`src/rtl/dcache_port_arbiter_if.sv`:
```
// Bundled requester-side and cache-side signals of the data-cache port arbiter.
// slave = arbiter view, master = requesters plus cache view.
interface dcache_port_arbiter_if #(
  parameter int NUM_REQ = 2
);
  // Handshake: requester k is pending while i_req_read[k] or i_req_write[k] is
  // high; its fields stay stable until o_req_done[k] pulses, and it drops the
  // request in that same cycle. Toward the cache, o_cache_read/o_cache_write
  // stay high with constant fields until i_cache_hit (read) or i_cache_ready
  // (write) is sampled high.
  logic [NUM_REQ-1:0]    i_req_read;
  logic [NUM_REQ-1:0]    i_req_write;
  logic [NUM_REQ*32-1:0] i_req_address;
  logic [NUM_REQ*32-1:0] i_req_wdata;
  logic [NUM_REQ-1:0]    i_req_tag;
  logic [NUM_REQ*2-1:0]  i_req_store_type;
  logic [NUM_REQ-1:0]    o_req_done;
  logic [31:0]           o_req_rdata;
  logic                  o_req_error;
  logic [31:0]           o_cache_address;
  logic [31:0]           o_cache_dout;
  logic                  o_cache_read;
  logic                  o_cache_write;
  logic                  o_cache_tag;
  logic [1:0]            o_cache_store_type;
  logic [31:0]           i_cache_din;
  logic                  i_cache_hit;
  logic                  i_cache_ready;

  modport slave (
    input  i_req_read, i_req_write, i_req_address, i_req_wdata, i_req_tag,
           i_req_store_type, i_cache_din, i_cache_hit, i_cache_ready,
    output o_req_done, o_req_rdata, o_req_error, o_cache_address, o_cache_dout,
           o_cache_read, o_cache_write, o_cache_tag, o_cache_store_type
  );

  modport master (
    output i_req_read, i_req_write, i_req_address, i_req_wdata, i_req_tag,
           i_req_store_type, i_cache_din, i_cache_hit, i_cache_ready,
    input  o_req_done, o_req_rdata, o_req_error, o_cache_address, o_cache_dout,
           o_cache_read, o_cache_write, o_cache_tag, o_cache_store_type
  );
endinterface

```
`src/rtl/dcache_port_arbiter.sv`:
```
// Round-robin arbiter sharing one data-cache port among NUM_REQ requesters.
// Optional BUSY watchdog enabled by defining DCACHE_ARB_TIMEOUT_EN.
module dcache_port_arbiter #(
  parameter int NUM_REQ        = 2,
  parameter int TIMEOUT_CYCLES = 64
) (
  input  logic                   i_clock,
  input  logic                   i_reset_n,
  dcache_port_arbiter_if.slave   bus,
  output logic [1:0]             o_dbg_state
);
  localparam int PW = $clog2(NUM_REQ);

  typedef enum logic [1:0] {
    S_IDLE    = 2'd0,
    S_BUSY    = 2'd1,
    S_RELEASE = 2'd2
  } state_t;

  if (NUM_REQ < 2 || NUM_REQ > 8 || TIMEOUT_CYCLES < 2) begin : g_bad_param
    $error("dcache_port_arbiter: illegal NUM_REQ or TIMEOUT_CYCLES");
  end

  state_t              state_q, state_d;
  logic [PW-1:0]       ptr_q, ptr_d, grant_q, grant_d, grant_next;
  logic [NUM_REQ-1:0]  done_q, done_d, pending;
  logic [31:0]         rdata_q, rdata_d, addr_q, addr_d, dout_q, dout_d;
  logic                read_q, read_d, write_q, write_d, tag_q, tag_d;
  logic [1:0]          st_q, st_d;
  logic                found, complete, expire;
  logic [PW-1:0]       sel;
  int                  idx;

  assign pending    = bus.i_req_read | bus.i_req_write;
  assign complete   = (read_q & bus.i_cache_hit) | (write_q & bus.i_cache_ready);
  assign grant_next = (int'(grant_q) == NUM_REQ - 1) ? '0 : grant_q + 1'b1;

  // First pending requester at or above the pointer, wrapping past NUM_REQ-1.
  always_comb begin
    found = 1'b0;
    sel   = '0;
    idx   = 0;
    for (int i = 0; i < NUM_REQ; i++) begin
      idx = int'(ptr_q) + i;
      if (idx >= NUM_REQ) idx = idx - NUM_REQ;
      if (!found && pending[idx]) begin
        found = 1'b1;
        sel   = PW'(idx);
      end
    end
  end

  always_comb begin
    state_d = state_q;
    ptr_d   = ptr_q;
    grant_d = grant_q;
    done_d  = done_q;
    rdata_d = rdata_q;
    addr_d  = addr_q;
    dout_d  = dout_q;
    read_d  = read_q;
    write_d = write_q;
    tag_d   = tag_q;
    st_d    = st_q;
    case (state_q)
      S_IDLE: begin
        if (found) begin
          grant_d = sel;
          addr_d  = bus.i_req_address[int'(sel)*32 +: 32];
          dout_d  = bus.i_req_wdata[int'(sel)*32 +: 32];
          write_d = bus.i_req_write[sel];
          read_d  = ~bus.i_req_write[sel];
          tag_d   = bus.i_req_tag[sel];
          st_d    = bus.i_req_store_type[int'(sel)*2 +: 2];
          state_d = S_BUSY;
        end
      end
      S_BUSY: begin
        if (complete || expire) begin
          done_d  = NUM_REQ'(1) << grant_q;
          rdata_d = (complete && read_q) ? bus.i_cache_din : '0;
          addr_d  = '0;
          dout_d  = '0;
          read_d  = 1'b0;
          write_d = 1'b0;
          tag_d   = 1'b0;
          st_d    = '0;
          ptr_d   = grant_next;
          state_d = S_RELEASE;
        end
      end
      S_RELEASE: begin
        // One dead cycle lets the finished requester drop its request first.
        done_d  = '0;
        rdata_d = '0;
        state_d = S_IDLE;
      end
      default: state_d = S_IDLE;
    endcase
  end

  always_ff @(posedge i_clock or negedge i_reset_n) begin
    if (!i_reset_n) begin
      state_q <= S_IDLE;
      ptr_q   <= '0;
      grant_q <= '0;
      done_q  <= '0;
      rdata_q <= '0;
      addr_q  <= '0;
      dout_q  <= '0;
      read_q  <= 1'b0;
      write_q <= 1'b0;
      tag_q   <= 1'b0;
      st_q    <= '0;
    end else begin
      state_q <= state_d;
      ptr_q   <= ptr_d;
      grant_q <= grant_d;
      done_q  <= done_d;
      rdata_q <= rdata_d;
      addr_q  <= addr_d;
      dout_q  <= dout_d;
      read_q  <= read_d;
      write_q <= write_d;
      tag_q   <= tag_d;
      st_q    <= st_d;
    end
  end

`ifdef DCACHE_ARB_TIMEOUT_EN
  localparam int CW = $clog2(TIMEOUT_CYCLES) + 1;
  logic [CW-1:0] cnt_q, cnt_d;
  logic          error_q, error_d;

  // Counter is zero on the first BUSY cycle and counts every BUSY cycle after.
  always_comb begin
    cnt_d   = (state_q == S_BUSY) ? cnt_q + 1'b1 : '0;
    error_d = (state_q == S_BUSY) && expire && !complete;
  end

  assign expire = (state_q == S_BUSY) && (cnt_q == CW'(TIMEOUT_CYCLES - 1));

  always_ff @(posedge i_clock or negedge i_reset_n) begin
    if (!i_reset_n) begin
      cnt_q   <= '0;
      error_q <= 1'b0;
    end else begin
      cnt_q   <= cnt_d;
      error_q <= error_d;
    end
  end

  assign bus.o_req_error = error_q;
`else
  assign expire          = 1'b0;
  assign bus.o_req_error = 1'b0;
`endif

  assign bus.o_req_done         = done_q;
  assign bus.o_req_rdata        = rdata_q;
  assign bus.o_cache_address    = addr_q;
  assign bus.o_cache_dout       = dout_q;
  assign bus.o_cache_read       = read_q;
  assign bus.o_cache_write      = write_q;
  assign bus.o_cache_tag        = tag_q;
  assign bus.o_cache_store_type = st_q;
  assign o_dbg_state            = state_q;
endmodule

```
`src/flat_wrapper.sv`:
```
// flat-port wrapper written by rule: the top's interface ports become plain ports
module dcache_port_arbiter_flat 
#(
  parameter int NUM_REQ        = 2,
  parameter int TIMEOUT_CYCLES = 64
)
  (i_clock, i_reset_n, o_dbg_state, bus_i_req_read, bus_i_req_write, bus_i_req_address, bus_i_req_wdata, bus_i_req_tag, bus_i_req_store_type, bus_i_cache_din, bus_i_cache_hit, bus_i_cache_ready, bus_o_req_done, bus_o_req_rdata, bus_o_req_error, bus_o_cache_address, bus_o_cache_dout, bus_o_cache_read, bus_o_cache_write, bus_o_cache_tag, bus_o_cache_store_type);
  dcache_port_arbiter_if #(.NUM_REQ(NUM_REQ)) bus_i ();
  input  logic i_clock;
  input  logic i_reset_n;
  output logic [1:0] o_dbg_state;
  input wire logic [$bits(bus_i.i_req_read)-1:0] bus_i_req_read;
  input wire logic [$bits(bus_i.i_req_write)-1:0] bus_i_req_write;
  input wire logic [$bits(bus_i.i_req_address)-1:0] bus_i_req_address;
  input wire logic [$bits(bus_i.i_req_wdata)-1:0] bus_i_req_wdata;
  input wire logic [$bits(bus_i.i_req_tag)-1:0] bus_i_req_tag;
  input wire logic [$bits(bus_i.i_req_store_type)-1:0] bus_i_req_store_type;
  input wire logic [$bits(bus_i.i_cache_din)-1:0] bus_i_cache_din;
  input wire logic [$bits(bus_i.i_cache_hit)-1:0] bus_i_cache_hit;
  input wire logic [$bits(bus_i.i_cache_ready)-1:0] bus_i_cache_ready;
  output wire logic [$bits(bus_i.o_req_done)-1:0] bus_o_req_done;
  output wire logic [$bits(bus_i.o_req_rdata)-1:0] bus_o_req_rdata;
  output wire logic [$bits(bus_i.o_req_error)-1:0] bus_o_req_error;
  output wire logic [$bits(bus_i.o_cache_address)-1:0] bus_o_cache_address;
  output wire logic [$bits(bus_i.o_cache_dout)-1:0] bus_o_cache_dout;
  output wire logic [$bits(bus_i.o_cache_read)-1:0] bus_o_cache_read;
  output wire logic [$bits(bus_i.o_cache_write)-1:0] bus_o_cache_write;
  output wire logic [$bits(bus_i.o_cache_tag)-1:0] bus_o_cache_tag;
  output wire logic [$bits(bus_i.o_cache_store_type)-1:0] bus_o_cache_store_type;
  assign bus_i.i_req_read = bus_i_req_read;
  assign bus_i.i_req_write = bus_i_req_write;
  assign bus_i.i_req_address = bus_i_req_address;
  assign bus_i.i_req_wdata = bus_i_req_wdata;
  assign bus_i.i_req_tag = bus_i_req_tag;
  assign bus_i.i_req_store_type = bus_i_req_store_type;
  assign bus_i.i_cache_din = bus_i_cache_din;
  assign bus_i.i_cache_hit = bus_i_cache_hit;
  assign bus_i.i_cache_ready = bus_i_cache_ready;
  assign bus_o_req_done = bus_i.o_req_done;
  assign bus_o_req_rdata = bus_i.o_req_rdata;
  assign bus_o_req_error = bus_i.o_req_error;
  assign bus_o_cache_address = bus_i.o_cache_address;
  assign bus_o_cache_dout = bus_i.o_cache_dout;
  assign bus_o_cache_read = bus_i.o_cache_read;
  assign bus_o_cache_write = bus_i.o_cache_write;
  assign bus_o_cache_tag = bus_i.o_cache_tag;
  assign bus_o_cache_store_type = bus_i.o_cache_store_type;
  dcache_port_arbiter #(.NUM_REQ(NUM_REQ), .TIMEOUT_CYCLES(TIMEOUT_CYCLES)) u_core (.i_clock(i_clock), .i_reset_n(i_reset_n), .bus(bus_i), .o_dbg_state(o_dbg_state));
endmodule
```
`config.mk`:
```
export PLATFORM = sky130hd
export DESIGN_NAME = dcache_port_arbiter_flat
export DESIGN_NICKNAME = d
export VERILOG_FILES = /design/src/rtl/dcache_port_arbiter_if.sv /design/src/rtl/dcache_port_arbiter.sv /design/src/flat_wrapper.sv
export SDC_FILE = /design/constraint.sdc
export NUM_CORES = 1
export LEC_CHECK = 0
export ABC_CLOCK_PERIOD_IN_PS = 1500
export BUFFER_PORTS_ARGS = -buffer_cell sky130_fd_sc_hd__buf_2
export CAP_MARGIN = 15
export CORE_AREA = 2 2 113 115
export CTS_CLUSTER_SIZE = 28
export DETAILED_ROUTE_END_ITERATION = 7
export DIE_AREA = 0 0 115 117
export PLACE_DENSITY = 0.72
export SETUP_SLACK_MARGIN = 0.2
export SLEW_MARGIN = 20
export SYNTH_ARGS = -nofsm -noshare
export SYNTH_HDL_FRONTEND = slang
export SYNTH_SLANG_ARGS = --single-unit
```
`constraint.sdc`:
```
create_clock -name i_clock -period 1.5 [get_ports i_clock]
set_input_delay 0.3 -clock i_clock [delete_from_list [all_inputs] [get_ports i_clock]]
set_output_delay 0.3 -clock i_clock [all_outputs]
set_load 0.05 [all_outputs]
```
==> results of run 1 <==
==> cells in the mapped netlist (2+ instances only) <==
cell type	count
sky130_fd_sc_hd__dfrtp_1	107
sky130_fd_sc_hd__mux2i_1	68
sky130_fd_sc_hd__o2bb2ai_1	58
sky130_fd_sc_hd__a22o_1	31
sky130_fd_sc_hd__buf_2	12
sky130_fd_sc_hd__nand2_1	10
sky130_fd_sc_hd__o2bb2ai_2	10
sky130_fd_sc_hd__clkbuf_1	9
sky130_fd_sc_hd__nor2_1	5
sky130_fd_sc_hd__buf_1	4
sky130_fd_sc_hd__nand3_1	4
sky130_fd_sc_hd__o21ai_0	4
sky130_fd_sc_hd__nand2b_1	3
sky130_fd_sc_hd__a21oi_1	2
sky130_fd_sc_hd__and3_1	2
==> state kept, by name, summed over array words and instances, names as in the netlist <==
register and count:
u_core.bus.o_cache_address 32, u_core.bus.o_cache_write 1, u_core.bus.o_cache_tag 1, u_core.bus.o_cache_store_type 2, u_core.grant_q 1, u_core.bus.o_cache_read 1, u_core.bus.o_cache_dout 32, u_core.ptr_q 1
u_core.bus.o_req_done 2, u_core.o_dbg_state 2, u_core.bus.o_req_rdata 32
==> critical path, stage by stage (launching register included) <==
cell                        delay [ns]
sky130_fd_sc_hd__dfrtp_2          0.47
sky130_fd_sc_hd__buf_4            0.18
sky130_fd_sc_hd__nand2b_4         0.08
sky130_fd_sc_hd__a21boi_4         0.31
sky130_fd_sc_hd__clkbuf_16        0.22
sky130_fd_sc_hd__a22o_1           0.14
==> kinds of logic after synthesis <==
kind of cell	Yosys count
AO/OA/AOI/OAI	111
buffers and inverters	29
flip-flops	107
multiplexers	68
other	1
AND/OR/NAND/NOR	28
==> layout by cell type (no fill, tap or decap), types with 4 or more instances in the layout <==
cell                          n
sky130_fd_sc_hd__buf_12      12
sky130_fd_sc_hd__o2bb2ai_2   35
sky130_fd_sc_hd__mux2i_2     22
sky130_fd_sc_hd__dfrtp_2      4
sky130_fd_sc_hd__a22o_1      31
sky130_fd_sc_hd__buf_16       5
sky130_fd_sc_hd__nand2_1      9
sky130_fd_sc_hd__mux2i_1     41
sky130_fd_sc_hd__buf_2      222
sky130_fd_sc_hd__clkbuf_4    27
sky130_fd_sc_hd__dfrtp_1    103
sky130_fd_sc_hd__mux2i_4      5
sky130_fd_sc_hd__clkbuf_16   13
sky130_fd_sc_hd__buf_6       19
sky130_fd_sc_hd__buf_4       42
sky130_fd_sc_hd__o2bb2ai_1   33
sky130_fd_sc_hd__nand3_1      4
==> stage by stage <==
stage	hold WS, ns	setup TNS (ns)	power (mW)
floorplan	0.004409	-0.5245	3.116
finish	0.1668	0	5.736
global placement	0.2316	-10.56	3.464
global route	0.1639	-0.02706	5.924
detailed placement	0.2353	-12.50	3.480
CTS	0.1564	0	5.717
==> area by class of cell <==
| type | instances | area share (%) |
|---|---|---|
| clock buffers | 9 | 2.907 |
| well taps | 150 | 2.423 |
| inverters | 1 | 0.04846 |
| repair buffers | 335 | 30.67 |
| multi-input cells | 208 | 28.80 |
| flip-flops and latches | 107 | 34.63 |
| clock inverters | 6 | 0.5169 |
==> how the worst max path moves through the flow <==
| stage | startpoint | end | slack (ns) | cells after the start |
|---|---|---|---|---|
| after floorplan | bus_i_req_write[0] | u_core.bus.o_cache_dout[25] | -0.02 | 6 |
| after global placement | bus_i_req_write[0] | u_core.bus.o_cache_dout[1] | -0.16 | 6 |
| after detailed placement | bus_i_req_write[0] | u_core.bus.o_cache_address[25] | -0.21 | 6 |
| after CTS | u_core.o_dbg_state[1] | u_core.bus.o_cache_write | 0.08 | 6 |
| after global routing | u_core.o_dbg_state[1] | u_core.bus.o_req_rdata[21] | -0.01 | 5 |
| final | u_core.o_dbg_state[1] | u_core.bus.o_req_rdata[26] | 0.04 | 5 |
==> report_power, final <==
group          switching, mW  internal (mW)
sequential                 0           2.88
clock                   1.06           1.12
combinational          0.297          0.372
==> what timing repair did <==
| action | CTS | global route |
|---|---|---|
| pin swaps | 18 | 8 |
| endpoints found under the setup margin | 114 | 149 |
| hold buffers | 1 | 0 |
| buffers inserted | 13 | 5 |
| resized for setup | 46 | 126 |
| cloned | 5 | 5 |
| hold endpoints to repair | 23 | 0 |
==> per-layer routing <==
metal / routed length [um] / GRT usage [%]
met1: 5938 / 24.75
met2: 7591 / 34.16
met3: 679 / 2.729
met4: 403 / 9.478
met5: 0 / 0
==> impl_table.tex, run 1 <==
\begin{tabular}{lr}
\hline
Metric & Value \\
\hline
\multicolumn{2}{l}{\textbf{Outcome}} \\
Outcome & finished, final reports clean \\
\multicolumn{2}{l}{\textbf{Cells and area}} \\
Total area of sequential cells & between 0.002 and 0.003 sq mm \\
Post-layout nets & 836 \\
FILL cells & 938 \\
Share of final-layout standard cells stronger than drive strength 1 & around 65\% \\
Final std cell area, no fill & 0.007746 sq mm \\
Diode count & 0 \\
Multi-input gate area in the final layout & 0.002231 sq mm \\
Utilization after layout & between 60\% and 70\% \\
Count of non-filler cells in the finished layout & 816 \\
Synthesis-to-layout area growth & 65.98\% \\
\multicolumn{2}{l}{\textbf{Logic synthesis}} \\
Syn Std Cell Area & 0.004667 sq mm \\
Cell type with the highest aggregate area in the netlist & sky130\_fd\_sc\_hd\_\_dfrtp\_1 \\
Sequential cell area fraction in the yosys report & roughly 57\% \\
Netlist cell types & 30 \\
Share of async-settable or async-resettable flops after synthesis & 100.0\% \\
Synth Instances & 344 \\
Parity-gate share of the synthesized area counting xor and xnor cells & 0\% \\
Post-Synth Adder-Cell Area & 0\% \\
Top cells by area in the synthesized netlist & sky130\_fd\_sc\_hd\_\_dfrtp\_1 57\%, sky130\_fd\_sc\_hd\_\_mux2i\_1 15\%, sky130\_fd\_sc\_hd\_\_o2bb2ai\_1 11\%, sky130\_fd\_sc\_hd\_\_a22o\_1 5.8\%, sky130\_fd\_sc\_hd\_\_o2bb2ai\_2 3.2\% \\
Mux cell area share after synthesis & 14.58\% \\
EDFF count, synth & 0 \\
Share of synthesized cell area in and, or, nand and nor gates & 3.217\% \\
Register bit total from synthesis & 107 \\
Synth Area in Compound Gates & 21.61\% \\
Number of nets produced by synthesis & 518 \\
Most used flip-flop cell after synthesis & sky130\_fd\_sc\_hd\_\_dfrtp\_1 \\
Share of the synthesized area in the top cell type & between 50\% and 60\% \\
Yosys warning count & 0 \\
Dominant combinational cell family by area after synthesis & compound AO/OA/AOI/OAI gates \\
Mean cell area of the mapped netlist & 13.57 sq um \\
\multicolumn{2}{l}{\textbf{Power and ir drop}} \\
Static leakage & 4.180 nW \\
P per Cell Area & 740.5 mW/mm\^{}2 \\
Maximum ir drop on the vdd rail & 0.0004676 V \\
\multicolumn{2}{l}{\textbf{Floorplan}} \\
Floorplan die width & 115 um \\
Std-Cell Rows & 41 \\
Die outline area & between 0.01 and 0.015 sq mm \\
Effective utilization at floorplan & between 30 and 40\% \\
Chip Height & 117 um \\
Total core area & 0.01231 sq mm \\
I/O pin count & 280 \\
\multicolumn{2}{l}{\textbf{Global route}} \\
Sum of overflow across all layers after global routing & 0 \\
Largest net degree at the start of global routing & 44 \\
GRT Total Usage & 19.82\% \\
Number of global-route vias before repair & about 4,200 \\
Number of antenna violations at the first check in global routing & 0 \\
Global-route wire length before repair & 20,780 um \\
\multicolumn{2}{l}{\textbf{Timing}} \\
Setup repair after global routing missed its margin & true \\
Share of the clock period used by the worst path after layout & 97.57\% \\
Final-report setup violation count & 0 \\
Upper clock frequency limit & 683.2 MHz \\
Worst clock skew on the final layout & 0.01105 ns \\
Time the final worst path needs with I/O delays and setup & 1.464 ns \\
Final Slew Violations & 0 \\
Final count of hold timing violations & 0 \\
Smallest setup slack after layout & 0.03638 ns \\
\multicolumn{2}{l}{\textbf{Placed design}} \\
Global placer's final weighted congestion & 0.7560 \\
Placed Cells & 772 \\
Half-perimeter wire length after placement & 9678 um \\
Placed cell area & 0.006484 sq mm \\
Port bufs & 278 \\
Pre-CTS WS & -0.2104 ns \\
\multicolumn{2}{l}{\textbf{CTS}} \\
Number of clock sinks & 107 \\
Insertion delay of the later-clocked pin in the worst-skew pair & 0.34 ns \\
Clock transition at the registers of the reported paths & 0.08 ns \\
Clock Root Buffer & sky130\_fd\_sc\_hd\_\_clkbuf\_16 \\
Total CTS buffers & 9 \\
CTS tree & yes \\
Number of buffers on the longest clock path & 2 \\
CTS HTree Levels & 3 \\
\multicolumn{2}{l}{\textbf{Route}} \\
DRC Markers & 0 \\
Pre-antenna DRT Iters & 4 \\
First DRT Iteration DRCs & 213 \\
Remaining antenna violation count & 0 \\
Sum of routed wire length over all layers & $\sim$15,000 um \\
Post-detailed-route via-to-cell ratio & $\sim$5.2 \\
Total vias in the final route & 4,255 \\
Post-detailed-route wirelength per cell & 17.91 um \\
\multicolumn{2}{l}{\textbf{Setup path}} \\
Path type of the worst setup path & reg2reg \\
Largest fanout on the critical path & 8 \\
Startpoint kind of the worst setup timing path & register \\
Worst reg-to-reg path cell count & 5 \\
RR Endpoint & u\_core.bus.o\_req\_rdata[26] \\
Launch instance of the worst register-to-register path & u\_core.o\_dbg\_state[1] \\
CP Data Required Time & 1.78 ns \\
Data arrival, critical path & 1.75 ns \\
Reg-to-reg slack, setup & 0.04 ns \\
Crit path capture type & register \\
\multicolumn{2}{l}{\textbf{Hold path}} \\
Worst min-delay path startpoint & bus\_i\_cache\_din[6] \\
Hold worst-path end & u\_core.bus.o\_req\_rdata[6] \\
Worst Hold Class & in2reg \\
Worst hold path stage count & 2 \\
\multicolumn{2}{l}{\textbf{Run}} \\
Maximum Capacitance Violations & 0 \\
\hline
\end{tabular}
(Power assumes the default switching activity.)
==> run 2, diff against run 1 <==
- CTS_BUF_LIST: not set -> sky130_fd_sc_hd__clkbuf_8 sky130_fd_sc_hd__clkbuf_16
- REMOVE_ABC_BUFFERS: not set -> 1
==> run 2 against run 1 <==
Effect of this change:
- design area about the same
- power rose by 6.9%
- non-clock buffer count fell by 12
- maximum frequency fell by 2.3%
- combinational power down 6.6%
- critical path depth increased by 1
- core utilization is 0.061 points higher
- flip-flop and latch count did not move
- cell count down 1.3%
- largest power group unchanged
==> impl_table.tex, run 2 (synthesized netlist as in run 1, its figures left out) <==
\begin{tabular}{lr}
\hline
Metric & Value \\
\hline
\multicolumn{2}{l}{\textbf{Placed design}} \\
Placed Cells & 774 (was 772) \\
Port bufs & 278 (unchanged) \\
Half-perimeter wire length after placement & 9788 um (was 9678 um) \\
Global placer's final weighted congestion & 0.7919 (was 0.7560) \\
\multicolumn{2}{l}{\textbf{Timing}} \\
Upper clock frequency limit & 667.7 MHz (was 683.2 MHz) \\
Time the final worst path needs with I/O delays and setup & 1.498 ns (was 1.464 ns) \\
Final Slew Violations & 0 (unchanged) \\
Hold Worst Slack & 0.1678 ns (was 0.1668 ns) \\
Final count of hold timing violations & 0 (unchanged) \\
Worst clock skew on the final layout & 0.008247 ns (was 0.01105 ns) \\
Setup repair after global routing missed its margin & true (unchanged) \\
Share of the clock period used by the worst path after layout & 99.84\% (was 97.57\%) \\
Final-report setup violation count & 0 (unchanged) \\
\multicolumn{2}{l}{\textbf{Route}} \\
Sum of routed wire segments on met1 & 5829 um (was 5938 um) \\
Remaining antenna violation count & 0 (unchanged) \\
Total vias in the final route & 4,256 (was 4,255) \\
Post-detailed-route via-to-cell ratio & 5.287 (was 5.214) \\
Sum of routed wire length over all layers & 15,190 um (was 14,610 um) \\
DRC Markers & 0 (unchanged) \\
Uppermost signal routing layer after detailed routing & met4 (unchanged) \\
Total met3 wirelength after detailed routing & 1016 um (was 679 um) \\
Post-detailed-route wirelength per cell & 18.87 um (was 17.91 um) \\
First DRT Iteration DRCs & 139 (was 213) \\
Met2 wire length & 7956 um (was 7591 um) \\
Pre-antenna DRT Iters & 4 (unchanged) \\
\multicolumn{2}{l}{\textbf{Cells and area}} \\
Count of non-filler cells in the finished layout & 805 (was 816) \\
Most frequent cells in the layout & 219 x sky130\_fd\_sc\_hd\_\_buf\_2, 105 x sky130\_fd\_sc\_hd\_\_dfrtp\_1, 53 x sky130\_fd\_sc\_hd\_\_mux2i\_1 (was 222 x sky130\_fd\_sc\_hd\_\_buf\_2, 103 x sky130\_fd\_sc\_hd\_\_dfrtp\_1, 42 x sky130\_fd\_sc\_hd\_\_buf\_4) \\
Synthesis-to-layout area growth & 66.14\% (was 65.98\%) \\
Post-layout nets & 824 (was 836) \\
Most common cell after layout, fill and taps aside & sky130\_fd\_sc\_hd\_\_buf\_2 (unchanged) \\
Multi-input gate area in the final layout & 0.002312 sq mm (was 0.002231 sq mm) \\
Total area of sequential cells & 0.002680 sq mm (was 0.002683 sq mm) \\
FILL cells & 921 (was 938) \\
Share of final-layout standard cells stronger than drive strength 1 & 62.75\% (was 64.71\%) \\
Diode count & 0 (unchanged) \\
Utilization after layout & 62.98\% (was 62.92\%) \\
\multicolumn{2}{l}{\textbf{Global route}} \\
Global-route wire length before repair & 19,840 um (was 20,780 um) \\
Number of global-route vias before repair & 4,164 (was 4,151) \\
GRT Total Usage & 19.08\% (was 19.82\%) \\
Largest net degree at the start of global routing & 50 (was 44) \\
Sum of overflow across all layers after global routing & 0 (unchanged) \\
Number of antenna violations at the first check in global routing & 0 (unchanged) \\
\multicolumn{2}{l}{\textbf{Setup path}} \\
Startpoint kind of the worst setup timing path & register (unchanged) \\
Crit path capture type & register (unchanged) \\
Path type of the worst setup path & reg2reg (unchanged) \\
Number of buffer and inverter instances along the worst setup path & 2 (unchanged) \\
Category of cells accounting for the largest share of critical-path delay & flip-flops (unchanged) \\
Worst path slowest cell & sky130\_fd\_sc\_hd\_\_dfrtp\_1 (was sky130\_fd\_sc\_hd\_\_dfrtp\_2) \\
Data arrival, critical path & 1.76 ns (was 1.75 ns) \\
Cells traversed along the worst timing path & a22oi\_2, nor2\_4, nor2\_8, buf\_12, clkbuf\_16, o2bb2ai\_1 (was buf\_4, nand2b\_4, a21boi\_4, clkbuf\_16, a22o\_1) \\
Largest fanout on the critical path & 9 (was 8) \\
Peak per-stage delay on the critical path & 0.42 ns (was 0.47 ns) \\
Worst reg-to-reg path cell count & 6 (was 5) \\
CP Data Required Time & 1.76 ns (was 1.78 ns) \\
RR Endpoint & u\_core.bus.o\_cache\_address[12] (was u\_core.bus.o\_req\_rdata[26]) \\
Reg-to-reg slack, setup & 0.002 ns (was 0.04 ns) \\
Launch instance of the worst register-to-register path & u\_core.bus.o\_cache\_read (was u\_core.o\_dbg\_state[1]) \\
\multicolumn{2}{l}{\textbf{CTS}} \\
CTS HTree Levels & 3 (unchanged) \\
Number of clock sinks & 107 (unchanged) \\
Clock transition at the registers of the reported paths & 0.07 ns (was 0.08 ns) \\
Number of buffers on the longest clock path & 2 (unchanged) \\
Total CTS buffers & 9 (unchanged) \\
Insertion delay of the later-clocked pin in the worst-skew pair & 0.34 ns (about the same) \\
Clock Root Buffer & sky130\_fd\_sc\_hd\_\_clkbuf\_16 (unchanged) \\
CTS tree & yes (unchanged) \\
\multicolumn{2}{l}{\textbf{Floorplan}} \\
Chip Height & 117 um (unchanged) \\
Std-Cell Rows & 41 (unchanged) \\
Total core area & 0.01231 sq mm (unchanged) \\
Die outline area & 0.01346 sq mm (unchanged) \\
I/O pin count & 280 (unchanged) \\
Floorplan die width & 115 um (unchanged) \\
Effective utilization at floorplan & 37.91\% (unchanged) \\
\multicolumn{2}{l}{\textbf{Outcome}} \\
Outcome & finished, final reports clean (unchanged) \\
\multicolumn{2}{l}{\textbf{Hold path}} \\
Worst Hold Class & in2reg (unchanged) \\
Hold worst-path end & u\_core.bus.o\_req\_rdata[9] (was u\_core.bus.o\_req\_rdata[6]) \\
Worst min-delay path startpoint & bus\_i\_cache\_din[9] (was bus\_i\_cache\_din[6]) \\
Worst hold path stage count & 2 (unchanged) \\
\multicolumn{2}{l}{\textbf{Power and ir drop}} \\
Static leakage & 4.214 nW (was 4.180 nW) \\
Overall Power & 6.133 mW (was 5.736 mW) \\
Maximum ir drop on the vdd rail & 0.0004792 V (was 0.0004676 V) \\
P per Cell Area & 790.9 mW/mm\^{}2 (was 740.5 mW/mm\^{}2) \\
\multicolumn{2}{l}{\textbf{Run}} \\
Maximum Capacitance Violations & 0 (unchanged) \\
\hline
\end{tabular}
-- run 2: cell types whose count changed in the layout (fill, tap and decap cells not counted), sizes merged --
cell	change
buf	-33
bufinv	+2
clkbuf	+23
clkinv	-1
inv	-2
-- run 2: worst max path at each step --
stage / from / endpoint / cells after the start
finish: u_core.bus.o_cache_read / u_core.bus.o_cache_address[12] / 6
detailed placement: bus_i_req_write[0] / u_core.bus.o_cache_address[4] / 6
floorplan: u_core.ptr_q / u_core.bus.o_cache_address[0] / 3
global route: u_core.bus.o_cache_read / u_core.bus.o_cache_dout[0] / 6
global placement: bus_i_req_write[0] / u_core.bus.o_cache_address[13] / 6
CTS: u_core.o_dbg_state[1] / u_core.bus.o_cache_write / 5
-- run 2: layout make-up --
cell class | count | area share [%]
Tap cell | 150 | 2.421
Sequential cell | 107 | 34.57
Clock inverter | 5 | 1.097
Timing Repair Buffer | 323 | 28.79
Inverter | 1 | 0.04841
Multi-Input combinational cell | 208 | 29.82
Clock buffer | 11 | 3.260
-- run 2: power breakdown --
group / switching (mW) / internal, mW / total, mW
clock: 1.06 / 1.56 / 2.63
sequential: 0 / 2.88 / 2.88
combinational: 0.290 / 0.335 / 0.625
-- run 2: metrics by stage --
stage	setup slack, ns	instance area [sq um]	TNS [ns]
global placement	-0.2316	6470	-15.41
global route	-0.05728	7754	-0.9324
detailed placement	-0.2908	6470	-17.58
finish	0.002360	7754	0
CTS	0.01584	6872	0
floorplan	-2.030	4524	-171.14
-- run 2: what timing repair did --
| action | CTS | global route |
|---|---|---|
| endpoints found under the setup margin | 122 | 161 |
| hold buffers | 1 | 0 |
| pin swaps | 0 | 13 |
| buffers inserted | 1 | 3 |
| gates cloned | 1 | 9 |
| gates resized for setup | 4 | 160 |
| endpoints found under the hold margin | 23 | 0 |
-- run 2: metal layers --
metal	GRT usage, %	vias up
met2	34.51	220
met3	3.862	29
met4	8.675	0
li1	-	1940
met1	21.86	2067
met5	0	-
